## config.mk

```make
export PLATFORM = sky130hd
export DESIGN_NAME = serv_trace_ctrl
export DESIGN_NICKNAME = d
export VERILOG_FILES = /design/src/rtl/serv_trace_ctrl.sv
export SDC_FILE = /design/constraint.sdc
export NUM_CORES = 1
export LEC_CHECK = 0
export BUFFER_PORTS_ARGS = -buffer_cell sky130_fd_sc_hd__buf_2
export CAP_MARGIN = 25
export CORE_MARGIN = 2
export CORE_UTILIZATION = 55
export CTS_CLUSTER_SIZE = 10
export DETAILED_ROUTE_END_ITERATION = 10
export GPL_TIMING_DRIVEN = 0
export HOLD_SLACK_MARGIN = 0.1
export PLACE_DENSITY_LB_ADDON = 0.2
export SETUP_SLACK_MARGIN = 0.15
export SLEW_MARGIN = 20
export SYNTH_ARGS = -nofsm -noshare
export SYNTH_HDL_FRONTEND = slang
export SYNTH_SLANG_ARGS = --single-unit
```

## constraint.sdc

```tcl
create_clock -name i_clk -period 6.4 [get_ports i_clk]
set_input_delay 0.96 -clock i_clk [delete_from_list [all_inputs] [get_ports i_clk]]
set_output_delay 0.96 -clock i_clk [all_outputs]
set_load 0.01 [all_outputs]
```

## src/rtl/serv_trace_ctrl.sv

```systemverilog
// SERV retire trace controller: queues retired-instruction records in a small
// FIFO and serialises each one as a 9-byte frame on a valid/ready byte stream.
module serv_trace_ctrl #(
  parameter int unsigned DEPTH = 4
) (
  input  logic        i_clk,
  input  logic        i_rst_n,
  input  logic        i_en,
  input  logic        i_ret_valid,
  input  logic [31:0] i_ret_pc,
  input  logic [31:0] i_ret_insn,
  input  logic        i_ret_trap,
  output logic [7:0]  o_tx_data,
  output logic        o_tx_valid,
  input  logic        i_tx_ready,
  input  logic        i_drop_clr,
  output logic [7:0]  o_drop_cnt,
  output logic        o_busy
);

  localparam int unsigned AW = $clog2(DEPTH);
  localparam logic [AW:0] FULL_CNT = (AW + 1)'(DEPTH);

  typedef enum logic {IDLE, SEND} state_t;

  // Record layout: [65] lost, [64] trap, [63:32] pc, [31:0] insn
  logic [65:0]   mem [DEPTH];
  logic [AW-1:0] wptr, rptr;
  logic [AW:0]   count;
  logic          lost;
  state_t        state;
  logic [3:0]    idx;

  logic retire, full, push, drop, accept, pop;

  assign retire = i_ret_valid & i_en;
  assign full   = (count == FULL_CNT);
  assign push   = retire & ~full;
  assign drop   = retire & full;
  assign accept = o_tx_valid & i_tx_ready;
  assign pop    = accept & (idx == 4'd8);
  assign o_busy = (count != '0) | (state == SEND);

  function automatic logic [7:0] frame_byte(input logic [65:0] r, input logic [3:0] k);
    logic [7:0] b;
    case (k)
      4'd0:    b = {6'b101000, r[65], r[64]};
      4'd1:    b = r[39:32];
      4'd2:    b = r[47:40];
      4'd3:    b = r[55:48];
      4'd4:    b = r[63:56];
      4'd5:    b = r[7:0];
      4'd6:    b = r[15:8];
      4'd7:    b = r[23:16];
      4'd8:    b = r[31:24];
      default: b = 8'h00;
    endcase
    return b;
  endfunction

  // Record storage: intentionally not reset; count gating keeps stale slots unread
  always_ff @(posedge i_clk) begin
    if (push) mem[wptr] <= {lost, i_ret_trap, i_ret_pc, i_ret_insn};
  end

  // FIFO pointers, occupancy and lost flag; fullness is judged before any same-cycle pop
  always_ff @(posedge i_clk or negedge i_rst_n) begin
    if (!i_rst_n) begin
      wptr  <= '0;
      rptr  <= '0;
      count <= '0;
      lost  <= 1'b0;
    end else begin
      if (push) wptr <= wptr + 1'b1;
      if (pop)  rptr <= rptr + 1'b1;
      case ({push, pop})
        2'b10:   count <= count + 1'b1;
        2'b01:   count <= count - 1'b1;
        default: count <= count;
      endcase
      if (push)      lost <= 1'b0;
      else if (drop) lost <= 1'b1;
    end
  end

  // Saturating drop counter; a clear coinciding with a drop leaves a count of one
  always_ff @(posedge i_clk or negedge i_rst_n) begin
    if (!i_rst_n) begin
      o_drop_cnt <= '0;
    end else if (i_drop_clr) begin
      o_drop_cnt <= drop ? 8'd1 : 8'd0;
    end else if (drop && o_drop_cnt != '1) begin
      o_drop_cnt <= o_drop_cnt + 8'd1;
    end
  end

  // Frame FSM with registered byte/valid; the next byte is preloaded on each accept
  // so consecutive queued frames stream with no idle gap.
  always_ff @(posedge i_clk or negedge i_rst_n) begin
    if (!i_rst_n) begin
      state      <= IDLE;
      idx        <= '0;
      o_tx_valid <= 1'b0;
      o_tx_data  <= '0;
    end else begin
      case (state)
        IDLE: begin
          if (count != '0) begin
            state      <= SEND;
            idx        <= '0;
            o_tx_valid <= 1'b1;
            o_tx_data  <= frame_byte(mem[rptr], 4'd0);
          end
        end
        SEND: begin
          if (accept) begin
            if (idx != 4'd8) begin
              idx       <= idx + 4'd1;
              o_tx_data <= frame_byte(mem[rptr], idx + 4'd1);
            end else begin
              idx <= '0;
              if (count > (AW + 1)'(1)) begin
                o_tx_data <= frame_byte(mem[rptr + 1'b1], 4'd0);
              end else begin
                state      <= IDLE;
                o_tx_valid <= 1'b0;
              end
            end
          end
        end
        default: state <= IDLE;
      endcase
    end
  end

endmodule

```

==> results of run 1 <==
## sequential cells by signal, summed over array words and instances, names as in the netlist
name / flops
state: 1
o_drop_cnt: 8
mem: 264
rptr: 2
wptr: 2
o_tx_valid: 1
o_tx_data: 8
count: 3
idx: 4
lost: 1
## power groups by stage
| stage | sequential, mW | clock [mW] | combinational (mW) |
|---|---|---|---|
| 2_1_floorplan | 2.46 | 0 | 1.10 |
| 5_1_grt | 2.46 | 1.81 | 1.73 |
| 4_1_cts | 2.44 | 1.73 | 1.63 |
| 6_report | 2.44 | 1.70 | 1.62 |
| 3_3_place_gp | 2.48 | 0 | 1.55 |
| 3_5_place_dp | 2.48 | 0 | 1.62 |
## per-stage QoR
step	utilization [%]	instance area, um^2	std cells	total power [mW]
2_1_floorplan	-	11900	648	3.56
4_1_cts	65.1	13800	1069	5.80
6_report	65.1	13800	1070	5.76
3_3_place_gp	60.0	12700	1010	4.03
3_5_place_dp	60.5	12800	1014	4.10
5_1_grt	65.1	13800	1070	6.00
## cell type report
type	instances	area, um^2
clock buffers	54	957
multi-input cells	309	2990
diodes	1	2.50
clock inverters	1	8.76
plain buffers	34	205
fillers	1440	7380
well taps	275	344
flip-flops and latches	294	8680
repair buffers	91	546
inverters	11	41.3
## final timing paths
check | startpoint | to | slack (ps)
worst min register to register | o_tx_data[0] | o_tx_data[0] | 540
max in group asynchronous | i_rst_n | o_tx_data[3] | 5440
worst max register to register | idx[0] | o_tx_data[4] | 3510
min in group i_clk | o_tx_data[0] | o_tx_data[0] | 540
worst min-delay path | i_rst_n | o_drop_cnt[4] | 510
worst max-delay path | idx[0] | o_tx_data[4] | 3510
## cell usage in the layout (no fill, tap or decap), types with 3 or more instances in the layout
cell / n
sky130_fd_sc_hd__edfxtp_1: 264
sky130_fd_sc_hd__buf_2: 100
sky130_fd_sc_hd__mux2i_1: 51
sky130_fd_sc_hd__mux4_2: 44
sky130_fd_sc_hd__clkbuf_16: 35
sky130_fd_sc_hd__dfrtp_1: 30
sky130_fd_sc_hd__clkbuf_1: 28
sky130_fd_sc_hd__o22ai_1: 26
sky130_fd_sc_hd__o211ai_1: 26
sky130_fd_sc_hd__nand2_1: 22
sky130_fd_sc_hd__nor2_1: 16
sky130_fd_sc_hd__ha_1: 15
sky130_fd_sc_hd__inv_1: 11
sky130_fd_sc_hd__o21ai_0: 10
sky130_fd_sc_hd__a21oi_1: 6
sky130_fd_sc_hd__nand2b_1: 6
sky130_fd_sc_hd__a211oi_1: 6
sky130_fd_sc_hd__xor2_1: 6
sky130_fd_sc_hd__nand3_1: 5
sky130_fd_sc_hd__xnor2_1: 5
sky130_fd_sc_hd__and2_4: 4
sky130_fd_sc_hd__buf_6: 4
sky130_fd_sc_hd__buf_4: 4
sky130_fd_sc_hd__buf_16: 4
sky130_fd_sc_hd__a31oi_1: 3
sky130_fd_sc_hd__nand4_1: 3
sky130_fd_sc_hd__a211o_1: 3
sky130_fd_sc_hd__o21ai_1: 3
sky130_fd_sc_hd__o211a_1: 3
sky130_fd_sc_hd__a32oi_1: 3
sky130_fd_sc_hd__a21o_1: 3
sky130_fd_sc_hd__nor2b_1: 3
## cells in the mapped netlist (6+ instances only)
cell type	instances
sky130_fd_sc_hd__nor2_1	16
sky130_fd_sc_hd__buf_2	13
sky130_fd_sc_hd__o211ai_1	26
sky130_fd_sc_hd__nand2b_1	6
sky130_fd_sc_hd__mux2i_1	51
sky130_fd_sc_hd__ha_1	15
sky130_fd_sc_hd__o21ai_0	10
sky130_fd_sc_hd__a21oi_1	6
sky130_fd_sc_hd__a211oi_1	6
sky130_fd_sc_hd__xor2_1	6
sky130_fd_sc_hd__inv_1	11
sky130_fd_sc_hd__dfrtp_1	30
sky130_fd_sc_hd__mux4_2	44
sky130_fd_sc_hd__clkbuf_1	10
sky130_fd_sc_hd__edfxtp_1	264
sky130_fd_sc_hd__nand2_1	22
sky130_fd_sc_hd__o22ai_1	26
## layer usage
layer | vias to the layer above | routed length, um
met5 | - | 13
met4 | 2 | 377
met3 | 33 | 1850
met2 | 296 | 12500
met1 | 3345 | 10200
li1 | 2892 | -
## logic make-up (layout without fill, tap and decap cells)
logic type | Yosys count | in the layout | share of synthesized area [%]
flip-flops | 294 | 294 | 72.9
AO/OA/AOI/OAI | 109 | 109 | 6.49
multiplexers | 95 | 95 | 12.6
AND/OR/NAND/NOR | 79 | 79 | 3.53
buffers and inverters | 45 | 191 | 2.07
adder cells (fa/ha/maj) | 15 | 15 | 1.58
XOR/XNOR | 11 | 11 | 0.809
other | 0 | 1 | 0
==> results by group, run 1 <==
Power
  • Switching share of power: 30.0%
  • Sequential share of power: 42.4%
  • Proportion of power drawn by combinational gates: 28.1%
  • Clk network pwr share: 29.5%
  • Power density of the placed cells: 418 nW/um^2
  • Internal portion of total power: 4.03 mW
  • Switching Power: 1.73 mW
  • Lkg Pwr: 4.67 nW
  • Peak supply drop: 0.251 mV

Yosys
  • Top cell type's share of synthesized area: 66.6%
  • Post-synth EDFFs: 264
  • Cells after synthesis: 648
  • Flip-flop and latch count after synthesis: 294
  • Syn Nets: 734
  • Total of warnings raised by yosys: 0
  • Cell type with the largest total area after synthesis: sky130_fd_sc_hd__edfxtp_1
  • Cell area after synthesis: 11900 um^2
  • Top post-synthesis cells by area: sky130_fd_sc_hd__edfxtp_1 67%, sky130_fd_sc_hd__mux4_2 8.3%, sky130_fd_sc_hd__dfrtp_1 6.3%
  • Syn Area/Cell: 18.4 um^2
  • Async set or reset register ratio after synthesis: 10.2%
  • Number of library cell types mapped by synthesis: 60
  • Register area share after synthesis: 72.9%
  • Main synth FF type: sky130_fd_sc_hd__edfxtp_1

STA
  • Setup total negative slack: 0 ps
  • Crit path setup slack, layout: 3510 ps
  • Worst clock skew on the final layout: 12.7 ps
  • Transition at the pin with the smallest max-transition slack: 713 ps
  • Final period utilization: 45.1%
  • F_max: 0.346 GHz
  • RSZ-0062 raised after global routing: no
  • Post-route minimum period: 2890 ps
  • Final Hold Violating Endpoints: 0
  • # setup viols final: 0
  • Number of pins exceeding their max-slew limit in the final report: 0
  • Hold slack final: 508 ps
  • Rel. slew slack: 52.3%

Placement
  • Post-DP HPWL: 16100 um
  • Number of input and output port buffers inserted: 87
  • Placer congestion estimate: 0.813
  • Worst setup timing slack at the placement stage: 3490 ps

Die
  • Core area: 21200 um^2
  • # IOs: 89
  • Height of the chip: 151 um
  • Die Footprint: 22800 um^2
  • Site Rows: 53
  • Die X-Extent: 151 um
  • Initial core utilization: 56.3%

Clocking
  • CTS H-Tree Depth: 2
  • CTS root buf: sky130_fd_sc_hd__clkbuf_16
  • Number of buffers inserted during clock tree synthesis: 35
  • Worst-path clk slew: 50 ps
  • CTS tree: done
  • Sink count of the clock tree: 294
  • Gates resized, CTS repair: 0
  • Insertion delay of the later-clocked pin in the worst-skew pair: 500 ps
  • Setup Fix Bufs, Post-CTS: 0
  • Count of hold-fix buffers inserted at cts: 0
  • Number of buffers on the longest clock path: 3

Finish
  • Net count of the finished layout: 862
  • Layout cell share with drive strength beyond 1: 25.6%
  • Area delta synth->final: 15.7%

Setup path
  • Crit Path Class: register to register
  • Peak per-stage delay on the critical path: 510 ps
  • Data required, critical path: 6760 ps
  • Maximum fanout along the worst path: 10
  • Cell family contributing the most delay on the critical path: compound AO/OA/AOI/OAI gates
  • Worst Path Arrival: 3250 ps
  • Worst r2r path cells: 9
  • Number of buffer and inverter stages on the critical path: 3
  • Launching element type of the critical path: register
  • Sequence of cells on the critical path: inv_1 > ha_1 > buf_2 > nand2b_1 > clkbuf_1 > o22ai_1 > a211o_1 > a222oi_1 > o21ai_1
  • CP Capture Type: register
  • Slowest stage cell, crit path: sky130_fd_sc_hd__clkbuf_1
  • Cell count along the critical path: 9

Global routing
  • Global Route met3 Usage: 4.40%
  • Global Route met2 Usage: 37.8%
  • Top Usage Layer GRT: met2
  • Global-route wire length before repair: 37400 um
  • Antenna violations before repair: 2
  • Number of global-route vias before repair: 6682
  • Largest net degree at the start of global routing: 45
  • GRT Total Usage: 22.5%
  • Aggregate global routing overflow: 0
  • Met1 track demand over resource: 30.6%

Drt
  • Routed vias/inst: 6.14
  • First-pass DRT Iterations: 5
  • Routed via count: 6568
  • Routed wire length: 24900 um
  • Wirelength per Cell: 23.3 um
  • Number of nets with antenna violations after detailed routing: 0
  • Remaining design rule violation count: 0
  • Number of design-rule violations left by the first detailed-router iteration: 622

Job
  • Number of max-cap violations: 0

Outcome
  • Result of the run: finished clean

Hold path
  • Tightest Hold Check Type: primary input to asynchronous set/reset pin
No activity file was read; power rests on OpenSTA's default activity.
==> inputs of run 2 (changes only) <==
--- a/config.mk
+++ b/config.mk
@@ -5,10 +5,11 @@
 export SDC_FILE = /design/constraint.sdc
 export NUM_CORES = 1
 export LEC_CHECK = 0
+export ABC_AREA = 1
 export BUFFER_PORTS_ARGS = -buffer_cell sky130_fd_sc_hd__buf_2
 export CAP_MARGIN = 25
 export CORE_MARGIN = 2
-export CORE_UTILIZATION = 55
+export CORE_UTILIZATION = 54
 export CTS_CLUSTER_SIZE = 10
 export DETAILED_ROUTE_END_ITERATION = 10
 export GPL_TIMING_DRIVEN = 0
==> constraint.sdc (replaced) <==
create_clock -name i_clk -period 2.34 [get_ports i_clk]
set_input_delay 0.351 -clock i_clk [delete_from_list [all_inputs] [get_ports i_clk]]
set_output_delay 0.351 -clock i_clk [all_outputs]
set_load 0.01 [all_outputs]
==> results by group, run 2 <==
Power
  • Peak supply drop: 0.637 mV (was 0.251 mV)
  • Lkg Pwr: 5.67 nW (was 4.67 nW)
  • Power density of the placed cells: 1140 nW/um^2 (was 418 nW/um^2)

Yosys
  • Cell type with the largest total area after synthesis: sky130_fd_sc_hd__edfxtp_1 (unchanged)
  • Number of library cell types mapped by synthesis: 30 (was 60)
  • Total of warnings raised by yosys: 0 (unchanged)
  • Cell area after synthesis: 12100 um^2 (was 11900 um^2)
  • Syn Area/Cell: 11.9 um^2 (was 18.4 um^2)
  • Flip-flop and latch count after synthesis: 294 (unchanged)
  • Top post-synthesis cells by area: sky130_fd_sc_hd__edfxtp_1 65%, sky130_fd_sc_hd__dfrtp_1 6.2%, sky130_fd_sc_hd__nand2_1 5.1% (was sky130_fd_sc_hd__edfxtp_1 67%, sky130_fd_sc_hd__mux4_2 8.3%, sky130_fd_sc_hd__dfrtp_1 6.3%)
  • Top cell type's share of synthesized area: 65.4% (was 66.6%)
  • Syn Nets: 1100 (was 734)
  • Main synth FF type: sky130_fd_sc_hd__edfxtp_1 (unchanged)
  • Register area share after synthesis: 71.6% (was 72.9%)
  • Async set or reset register ratio after synthesis: 10.2% (unchanged)
  • Library cell with the highest instance count after synthesis: sky130_fd_sc_hd__edfxtp_1 (unchanged)
  • Cell types with the highest counts after synthesis: 264 x sky130_fd_sc_hd__edfxtp_1, 165 x sky130_fd_sc_hd__nand2_1, 158 x sky130_fd_sc_hd__nor2_1 (was 264 x sky130_fd_sc_hd__edfxtp_1, 51 x sky130_fd_sc_hd__mux2i_1, 44 x sky130_fd_sc_hd__mux4_2)
  • Cells after synthesis: 1014 (was 648)
  • Post-synth EDFFs: 264 (unchanged)

Global routing
  • Met1 track demand over resource: 35.0% (was 30.6%)
  • Global Route met2 Usage: 43.7% (was 37.8%)
  • Global Route met3 Usage: 3.95% (was 4.40%)
  • Global-route wire length before repair: 47200 um (was 37400 um)
  • Largest net degree at the start of global routing: 31 (was 45)
  • GRT Total Usage: 26.1% (was 22.5%)
  • Antenna violations before repair: 1 (was 2)
  • Aggregate global routing overflow: 0 (unchanged)
  • Number of global-route vias before repair: 8796 (was 6682)
  • Top Usage Layer GRT: met2 (unchanged)

Clocking
  • Insertion delay of the later-clocked pin in the worst-skew pair: 510 ps (was 500 ps)
  • CTS tree: done (unchanged)
  • Sink count of the clock tree: 294 (unchanged)
  • CTS root buf: sky130_fd_sc_hd__clkbuf_16 (unchanged)
  • Number of buffers inserted during clock tree synthesis: 35 (unchanged)
  • CTS H-Tree Depth: 2 (unchanged)
  • Worst-path clk slew: 50 ps (about the same)
  • Number of buffers on the longest clock path: 3 (unchanged)

STA
  • Worst clock skew on the final layout: 8.81 ps (was 12.7 ps)
  • Hold slack final: 133 ps (was 508 ps)
  • Crit path setup slack, layout: 241 ps (was 3510 ps)
  • Setup total negative slack: 0 ps (unchanged)
  • Number of pins exceeding their max-slew limit in the final report: 0 (unchanged)
  • Rel. slew slack: 48.1% (was 52.3%)
  • # setup viols final: 0 (unchanged)
  • Final period utilization: 89.7% (was 45.1%)
  • Post-route minimum period: 2100 ps (was 2890 ps)
  • RSZ-0062 raised after global routing: no (unchanged)
  • Final Hold Violating Endpoints: 0 (unchanged)
  • Transition at the pin with the smallest max-transition slack: 778 ps (was 713 ps)
  • F_max: 0.476 GHz (was 0.346 GHz)

Drt
  • Routed via count: 8594 (was 6568)
  • Number of nets with antenna violations after detailed routing: 0 (unchanged)
  • Remaining design rule violation count: 0 (unchanged)
  • Wirelength per Cell: 19.9 um (was 23.3 um)
  • Number of design-rule violations left by the first detailed-router iteration: 841 (was 622)
  • Routed wire length: 30400 um (was 24900 um)
  • First-pass DRT Iterations: 5 (unchanged)
  • Routed vias/inst: 5.61 (was 6.14)

Setup path
  • Crit Path Class: register to register (unchanged)
  • Worst Path Arrival: 2310 ps (was 3250 ps)
  • Data required, critical path: 2550 ps (was 6760 ps)
  • Maximum fanout along the worst path: 20 (was 10)
  • CP Capture Type: register (unchanged)
  • Launching element type of the critical path: register (unchanged)

Placement
  • Worst setup timing slack at the placement stage: -88.8 ps (was 3490 ps)
  • Placed cell count: 1395 (was 1014)
  • Placer congestion estimate: 0.858 (was 0.813)
  • Number of input and output port buffers inserted: 88 (was 87)
  • Post-DP HPWL: 19700 um (was 16100 um)

Finish
  • Net count of the finished layout: 1316 (was 862)
  • Number of cells in the finished layout apart from fillers: 1533 (was 1070)
  • Layout cell share with drive strength beyond 1: 17.1% (was 25.6%)
  • # fillers: 1560 (was 1440)
  • Post-route core utilization: 68.8% (was 65.1%)
  • Max reg flops: 264 (unchanged)
  • Registers with the highest flip-flop counts: mem x264, o_drop_cnt x8, o_tx_data x8 (unchanged)
  • Commonest cells after routing, fill and taps aside: 264 x sky130_fd_sc_hd__edfxtp_1, 163 x sky130_fd_sc_hd__nand2_1, 153 x sky130_fd_sc_hd__nor2_1 (was 264 x sky130_fd_sc_hd__edfxtp_1, 100 x sky130_fd_sc_hd__buf_2, 51 x sky130_fd_sc_hd__mux2i_1)
  • Most common library cell in the layout ignoring fill and taps: sky130_fd_sc_hd__edfxtp_1 (unchanged)
  • Area delta synth->final: 24.2% (was 15.7%)
  • Top register by number of flip-flops: mem (unchanged)

Die
  • Initial core utilization: 55.3% (was 56.3%)
  • # IOs: 89 (unchanged)
  • Height of the chip: 154 um (was 151 um)
  • Die Footprint: 23600 um^2 (was 22800 um^2)
  • Die X-Extent: 154 um (was 151 um)
  • Core area: 21900 um^2 (was 21200 um^2)
  • Site Rows: 54 (was 53)

Job
  • Number of max-cap violations: 0 (unchanged)

Outcome
  • Result of the run: finished clean (unchanged)

Hold path
  • Tightest Hold Check Type: primary input to register (was primary input to asynchronous set/reset pin)
-- run 2: cell types whose count changed in the layout (fill, tap and decap cells not counted), moves of 44 or more --
cell                            previous run  this run
sky130_fd_sc_hd__nand2_1                  22       163
sky130_fd_sc_hd__nor2_1                   16       153
sky130_fd_sc_hd__o21ai_0                  10       118
sky130_fd_sc_hd__dlygate4sd3_1             0        65
sky130_fd_sc_hd__mux2i_1                  51         0
sky130_fd_sc_hd__mux4_2                   44         0
-- run 2: per-stage QoR --
step / instance area [um^2] / total power, mW
CTS: 15000 / 17.1
global route: 15100 / 18.1
detailed placement: 13300 / 12.1
finish: 15100 / 17.2
global placement: 12900 / 11.8
floorplan: 12200 / 10.1
-- run 2: cell type report --
cell class                      instances  area (um^2)  share of cell area, %
Inverter                               59          223                   1.48
Timing Repair Buffer                  178         1520                   10.1
Multi-Input combinational cell        617         3040                   20.2
Tap cell                              280          350                   2.33
Antenna cell                            1         2.50                 0.0166
Clock buffer                           56          976                   6.48
Buffer                                 45          231                   1.54
Clock inverter                          3         28.8                  0.191
Sequential cell                       294         8680                   57.7
-- run 2: cells by family after synthesis --
| kind of cell | count (synthesis) | share of synthesized area (%) |
|---|---|---|
| adders and majority gates | 15 | 1.55 |
| buffers and inverters | 104 | 3.75 |
| AOI/OAI and AO/OA | 217 | 9.72 |
| and+or+nand+nor | 379 | 13.0 |
| xor gates and xnor gates | 5 | 0.362 |
| DFF | 294 | 71.6 |
-- run 2: per-layer routing --
metal,routed length (um),vias up
li1,-,4026
met1,12400,4122
met2,14800,365
met3,2170,81
met4,987,0
met5,0,-
-- run 2: worst paths after layout --
path	startpoint	to	slack, ps	cells after the start
min in group asynchronous	i_rst_n	o_tx_data[7]	460	2
setup / recovery	count[0]	mem[1][49]	240	7
setup reg to reg	count[0]	mem[1][49]	240	7
hold / removal	i_drop_clr	o_drop_cnt[0]	130	3
hold reg to reg	o_tx_data[5]	o_tx_data[5]	500	2
max in group asynchronous	i_rst_n	idx[0]	1330	2
-- run 2: what timing repair did --
| item | CTS | global route |
|---|---|---|
| cloned | 1 | 0 |
| hold buffers | 65 | 0 |
| gates resized for setup | 0 | 4 |
| pin swaps | 3 | 4 |
| buffers inserted | 2 | 10 |
| setup endpoints to repair | 96 | 38 |
| hold endpoints to repair | 286 | 0 |
-- run 2: critical path, cell delays in order, from the launching register on --
cell and delay [ps]:
sky130_fd_sc_hd__dfrtp_1 430, sky130_fd_sc_hd__inv_1 100, sky130_fd_sc_hd__ha_2 210, sky130_fd_sc_hd__nand2_2 90, sky130_fd_sc_hd__nand2_4 140, sky130_fd_sc_hd__nor2_4 390, sky130_fd_sc_hd__buf_12 250, sky130_fd_sc_hd__buf_16 180
-- run 2: power breakdown --
group / leakage, nW / total (mW) / internal (mW) / switching (mW)
sequential: 2.77 / 6.68 / 6.41 / 0.266
combinational: 2.42 / 5.69 / 1.89 / 3.81
clock: 0.480 / 4.80 / 2.85 / 1.95
total: 5.67 / 17.2 / 11.1 / 6.03
==> inputs of run 3 (changes only) <==
--- a/config.mk
+++ b/config.mk
@@ -9,12 +9,14 @@
 export BUFFER_PORTS_ARGS = -buffer_cell sky130_fd_sc_hd__buf_2
 export CAP_MARGIN = 25
 export CORE_MARGIN = 2
-export CORE_UTILIZATION = 54
+export CORE_UTILIZATION = 55
+export CTS_BUF_LIST = sky130_fd_sc_hd__clkbuf_2 sky130_fd_sc_hd__clkbuf_4 sky130_fd_sc_hd__clkbuf_8
 export CTS_CLUSTER_SIZE = 10
 export DETAILED_ROUTE_END_ITERATION = 10
 export GPL_TIMING_DRIVEN = 0
-export HOLD_SLACK_MARGIN = 0.1
+export HOLD_SLACK_MARGIN = 0.06
 export PLACE_DENSITY_LB_ADDON = 0.2
+export RECOVER_POWER = 50
 export SETUP_SLACK_MARGIN = 0.15
 export SLEW_MARGIN = 20
 export SYNTH_ARGS = -nofsm -noshare
==> results by group, run 3 (same netlist as run 2, synthesis figures left out) <==
Outcome
  • Result of the run: finished clean (unchanged)

Setup path
  • CP Capture Type: register (unchanged)
  • Peak per-stage delay on the critical path: 510 ps (was 430 ps)
  • Worst r2r path cells: 8 (was 7)
  • Data required, critical path: 2850 ps (was 2550 ps)
  • Sequence of cells on the critical path: buf_4 > clkbuf_1 > o21ai_0 > o22ai_1 > nand2_1 > nand4_1 > o21ai_1 > nand2_1 (was inv_1 > ha_2 > nand2_2 > nand2_4 > nor2_4 > buf_12 > buf_16)
  • Worst Path Arrival: 2630 ps (was 2310 ps)
  • Launch point of the worst reg-to-reg path: rptr[1] (was count[0])
  • Number of buffer and inverter stages on the critical path: 2 (was 3)
  • Slowest stage cell, crit path: sky130_fd_sc_hd__clkbuf_1 (was sky130_fd_sc_hd__dfrtp_1)
  • Critical register-to-register path endpoint: o_tx_data[2] (was mem[1][49])
  • Most Frequent Cell on Critical Path: sky130_fd_sc_hd__nand2_1
  • Launching element type of the critical path: register (unchanged)
  • Internal reg-to-reg setup slack: 230 ps (was 240 ps)
  • Cell family contributing the most delay on the critical path: buffers and inverters (was simple AND/OR/NAND/NOR gates)
  • Maximum fanout along the worst path: 10 (was 20)
  • Crit Path Class: register to register (unchanged)

STA
  • Post-route minimum period: 2110 ps (was 2100 ps)
  • Number of pins exceeding their max-slew limit in the final report: 0 (unchanged)
  • Rel. slew slack: 43.0% (was 48.1%)
  • Worst clock skew on the final layout: 20.2 ps (was 8.81 ps)
  • RSZ-0062 raised after global routing: no (unchanged)
  • Transition at the pin with the smallest max-transition slack: 850 ps (was 778 ps)
  • F_max: 0.473 GHz (was 0.476 GHz)
  • Final period utilization: 90.4% (was 89.7%)
  • Crit path setup slack, layout: 225 ps (was 241 ps)
  • Final Hold Violating Endpoints: 0 (unchanged)
  • # setup viols final: 0 (unchanged)
  • Setup total negative slack: 0 ps (unchanged)

Clocking
  • CTS tree: done (unchanged)
  • Worst-path clk slew: 60 ps (was 50 ps)
  • Sink count of the clock tree: 294 (unchanged)
  • Insertion delay of the later-clocked pin in the worst-skew pair: 580 ps (was 510 ps)
  • CTS root buf: sky130_fd_sc_hd__clkbuf_8 (was sky130_fd_sc_hd__clkbuf_16)
  • CTS H-Tree Depth: 2 (unchanged)
  • Number of buffers inserted during clock tree synthesis: 47 (was 35)
  • Number of buffers on the longest clock path: 3 (unchanged)

Placement
  • Worst setup timing slack at the placement stage: 119 ps (was -88.8 ps)
  • Area after detailed placement: 13200 um^2 (was 13300 um^2)
  • Placer congestion estimate: 0.828 (was 0.858)
  • Post-DP HPWL: 19300 um (was 19700 um)
  • Number of input and output port buffers inserted: 88 (unchanged)

Die
  • # IOs: 89 (unchanged)
  • Core area: 21800 um^2 (was 21900 um^2)
  • Die X-Extent: 152 um (was 154 um)
  • Site Rows: 54 (unchanged)
  • Die Footprint: 23200 um^2 (was 23600 um^2)
  • Height of the chip: 152 um (was 154 um)
  • Initial core utilization: 55.7% (was 55.3%)

Job
  • Number of max-cap violations: 0 (unchanged)

Power
  • Sequential share of power: 40.2% (was 38.9%)
  • Lkg Pwr: 5.49 nW (was 5.67 nW)
  • Design Power: 16.6 mW (was 17.2 mW)
  • Proportion of power drawn by combinational gates: 33.1% (was 33.2%)
  • Switching Power: 5.97 mW (was 6.03 mW)
  • Peak supply drop: 0.583 mV (was 0.637 mV)
  • Internal portion of total power: 10.6 mW (was 11.1 mW)
  • Clk network pwr share: 26.7% (was 28.0%)
  • Power density of the placed cells: 1120 nW/um^2 (was 1140 nW/um^2)
  • Switching share of power: 35.9% (was 35.1%)

Drt
  • Routed vias/inst: 5.56 (was 5.61)
  • Remaining design rule violation count: 0 (unchanged)
  • First-pass DRT Iterations: 6 (was 5)
  • Number of design-rule violations left by the first detailed-router iteration: 751 (was 841)
  • Routed via count: 8656 (was 8594)
  • Routed wire length: 30400 um (about the same)
  • Wirelength per Cell: 19.5 um (was 19.9 um)
  • Number of nets with antenna violations after detailed routing: 0 (unchanged)

Hold path
  • Hold depth: 5 (was 3)
  • Hold path start: i_en (was i_drop_clr)
  • Tightest Hold Check Type: primary input to register (unchanged)
  • Worst min-delay path endpoint: lost (was o_drop_cnt[0])

Finish
  • Area taken by flip-flops and latches: 8680 um^2 (unchanged)
  • Registers with the highest flip-flop counts: mem x264, o_drop_cnt x8, o_tx_data x8 (unchanged)
  • Multi-input combinational cell area: 3030 um^2 (was 3040 um^2)
  • Number of antenna cells inserted: 0 (was 1)
  • Post-route core utilization: 68.3% (was 68.8%)
  • Commonest cells after routing, fill and taps aside: 264 x sky130_fd_sc_hd__edfxtp_1, 165 x sky130_fd_sc_hd__nand2_1, 152 x sky130_fd_sc_hd__nor2_1 (was 264 x sky130_fd_sc_hd__edfxtp_1, 163 x sky130_fd_sc_hd__nand2_1, 153 x sky130_fd_sc_hd__nor2_1)
  • Layout cell share with drive strength beyond 1: 14.2% (was 17.1%)
  • Area delta synth->final: 22.6% (was 24.2%)
  • Most common library cell in the layout ignoring fill and taps: sky130_fd_sc_hd__edfxtp_1 (unchanged)
  • Net count of the finished layout: 1324 (was 1316)
  • Max reg flops: 264 (unchanged)
  • Finished Cell Area: 14900 um^2 (was 15100 um^2)
  • Top register by number of flip-flops: mem (unchanged)
  • # fillers: 1634 (was 1560)

Global routing
  • Aggregate global routing overflow: 0 (unchanged)
  • Largest net degree at the start of global routing: 31 (unchanged)
  • GRT Total Usage: 26.0% (was 26.1%)
  • Number of global-route vias before repair: 8434 (was 8796)
  • Global-route wire length before repair: 46200 um (was 47200 um)
  • Antenna violations before repair: 0 (was 1)
-- run 3: changes by cell type in the layout (fill, tap and decap cells not counted), moves of 3 or more --
cell,previous run,this run
sky130_fd_sc_hd__clkbuf_1,35,84
sky130_fd_sc_hd__buf_4,17,12
sky130_fd_sc_hd__clkbuf_4,0,29
sky130_fd_sc_hd__buf_12,3,7
sky130_fd_sc_hd__clkbuf_8,0,51
sky130_fd_sc_hd__clkbuf_16,36,0
sky130_fd_sc_hd__buf_16,10,6
sky130_fd_sc_hd__buf_2,110,41
sky130_fd_sc_hd__clkinv_1,2,5
-- run 3: per-stage QoR --
| stage | hold slack, ps | std cells |
|---|---|---|
| floorplan | 55.4 | 1014 |
| global placement | 465 | 1382 |
| detailed placement | 458 | 1394 |
| CTS | 151 | 1551 |
| global route | 232 | 1556 |
| finish | 196 | 1556 |
-- run 3: power groups by stage --
stage | sequential [mW] | combinational (mW) | clock, mW
6_report | 6.68 | 5.50 | 4.43
5_1_grt | 6.73 | 6.01 | 4.71
3_3_place_gp | 6.78 | 5.07 | 0
3_5_place_dp | 6.77 | 5.32 | 0
4_1_cts | 6.67 | 5.45 | 4.49
2_1_floorplan | 6.74 | 3.39 | 0
-- run 3: how the worst max path moves through the flow --
| stage | startpoint | end | slack, ps | cells after the start |
|---|---|---|---|---|
| final | rptr[1] | o_tx_data[2] | 230 | 8 |
| after global routing | count[0] | mem[0][38] | 80 | 7 |
| after floorplan | count[0] | mem[0][0] | 80 | 5 |
| after detailed placement | count[0] | mem[2][35] | 120 | 7 |
| after global placement | count[0] | mem[3][38] | -760 | 5 |
| after CTS | count[0] | mem[3][18] | 160 | 7 |
-- run 3: final cells by class --
type / instances / share of cell area, %
Multi-Input combinational cell: 616 / 20.4
Inverter: 59 / 1.50
Tap cell: 280 / 2.36
Buffer: 45 / 1.56
Clock inverter: 7 / 0.244
Timing Repair Buffer: 175 / 9.31
Clock buffer: 80 / 6.19
Sequential cell: 294 / 58.5
-- run 3: layer usage --
metal	wire length [um]	vias to the layer above	GRT usage (%)
met5	0	-	0
met4	799	0	9.44
met3	2440	60	4.32
met2	14800	377	43.5
met1	12300	4164	34.8
li1	-	4055	-
-- run 3: what timing repair did --
item / CTS / global route
gates cloned: 0 / 0
gates resized for setup: 0 / 4
setup buffers: 3 / 5
pin swaps: 1 / 2
endpoints found under the hold margin: 291 / 0
hold buffers: 67 / 0
setup endpoints to repair: 14 / 28
-- run 3: tightest hold or removal path, delay by kind of cell --
family,cells,cell delay [ps]
buffers and inverters,2,180
and+or+nand+nor,3,210
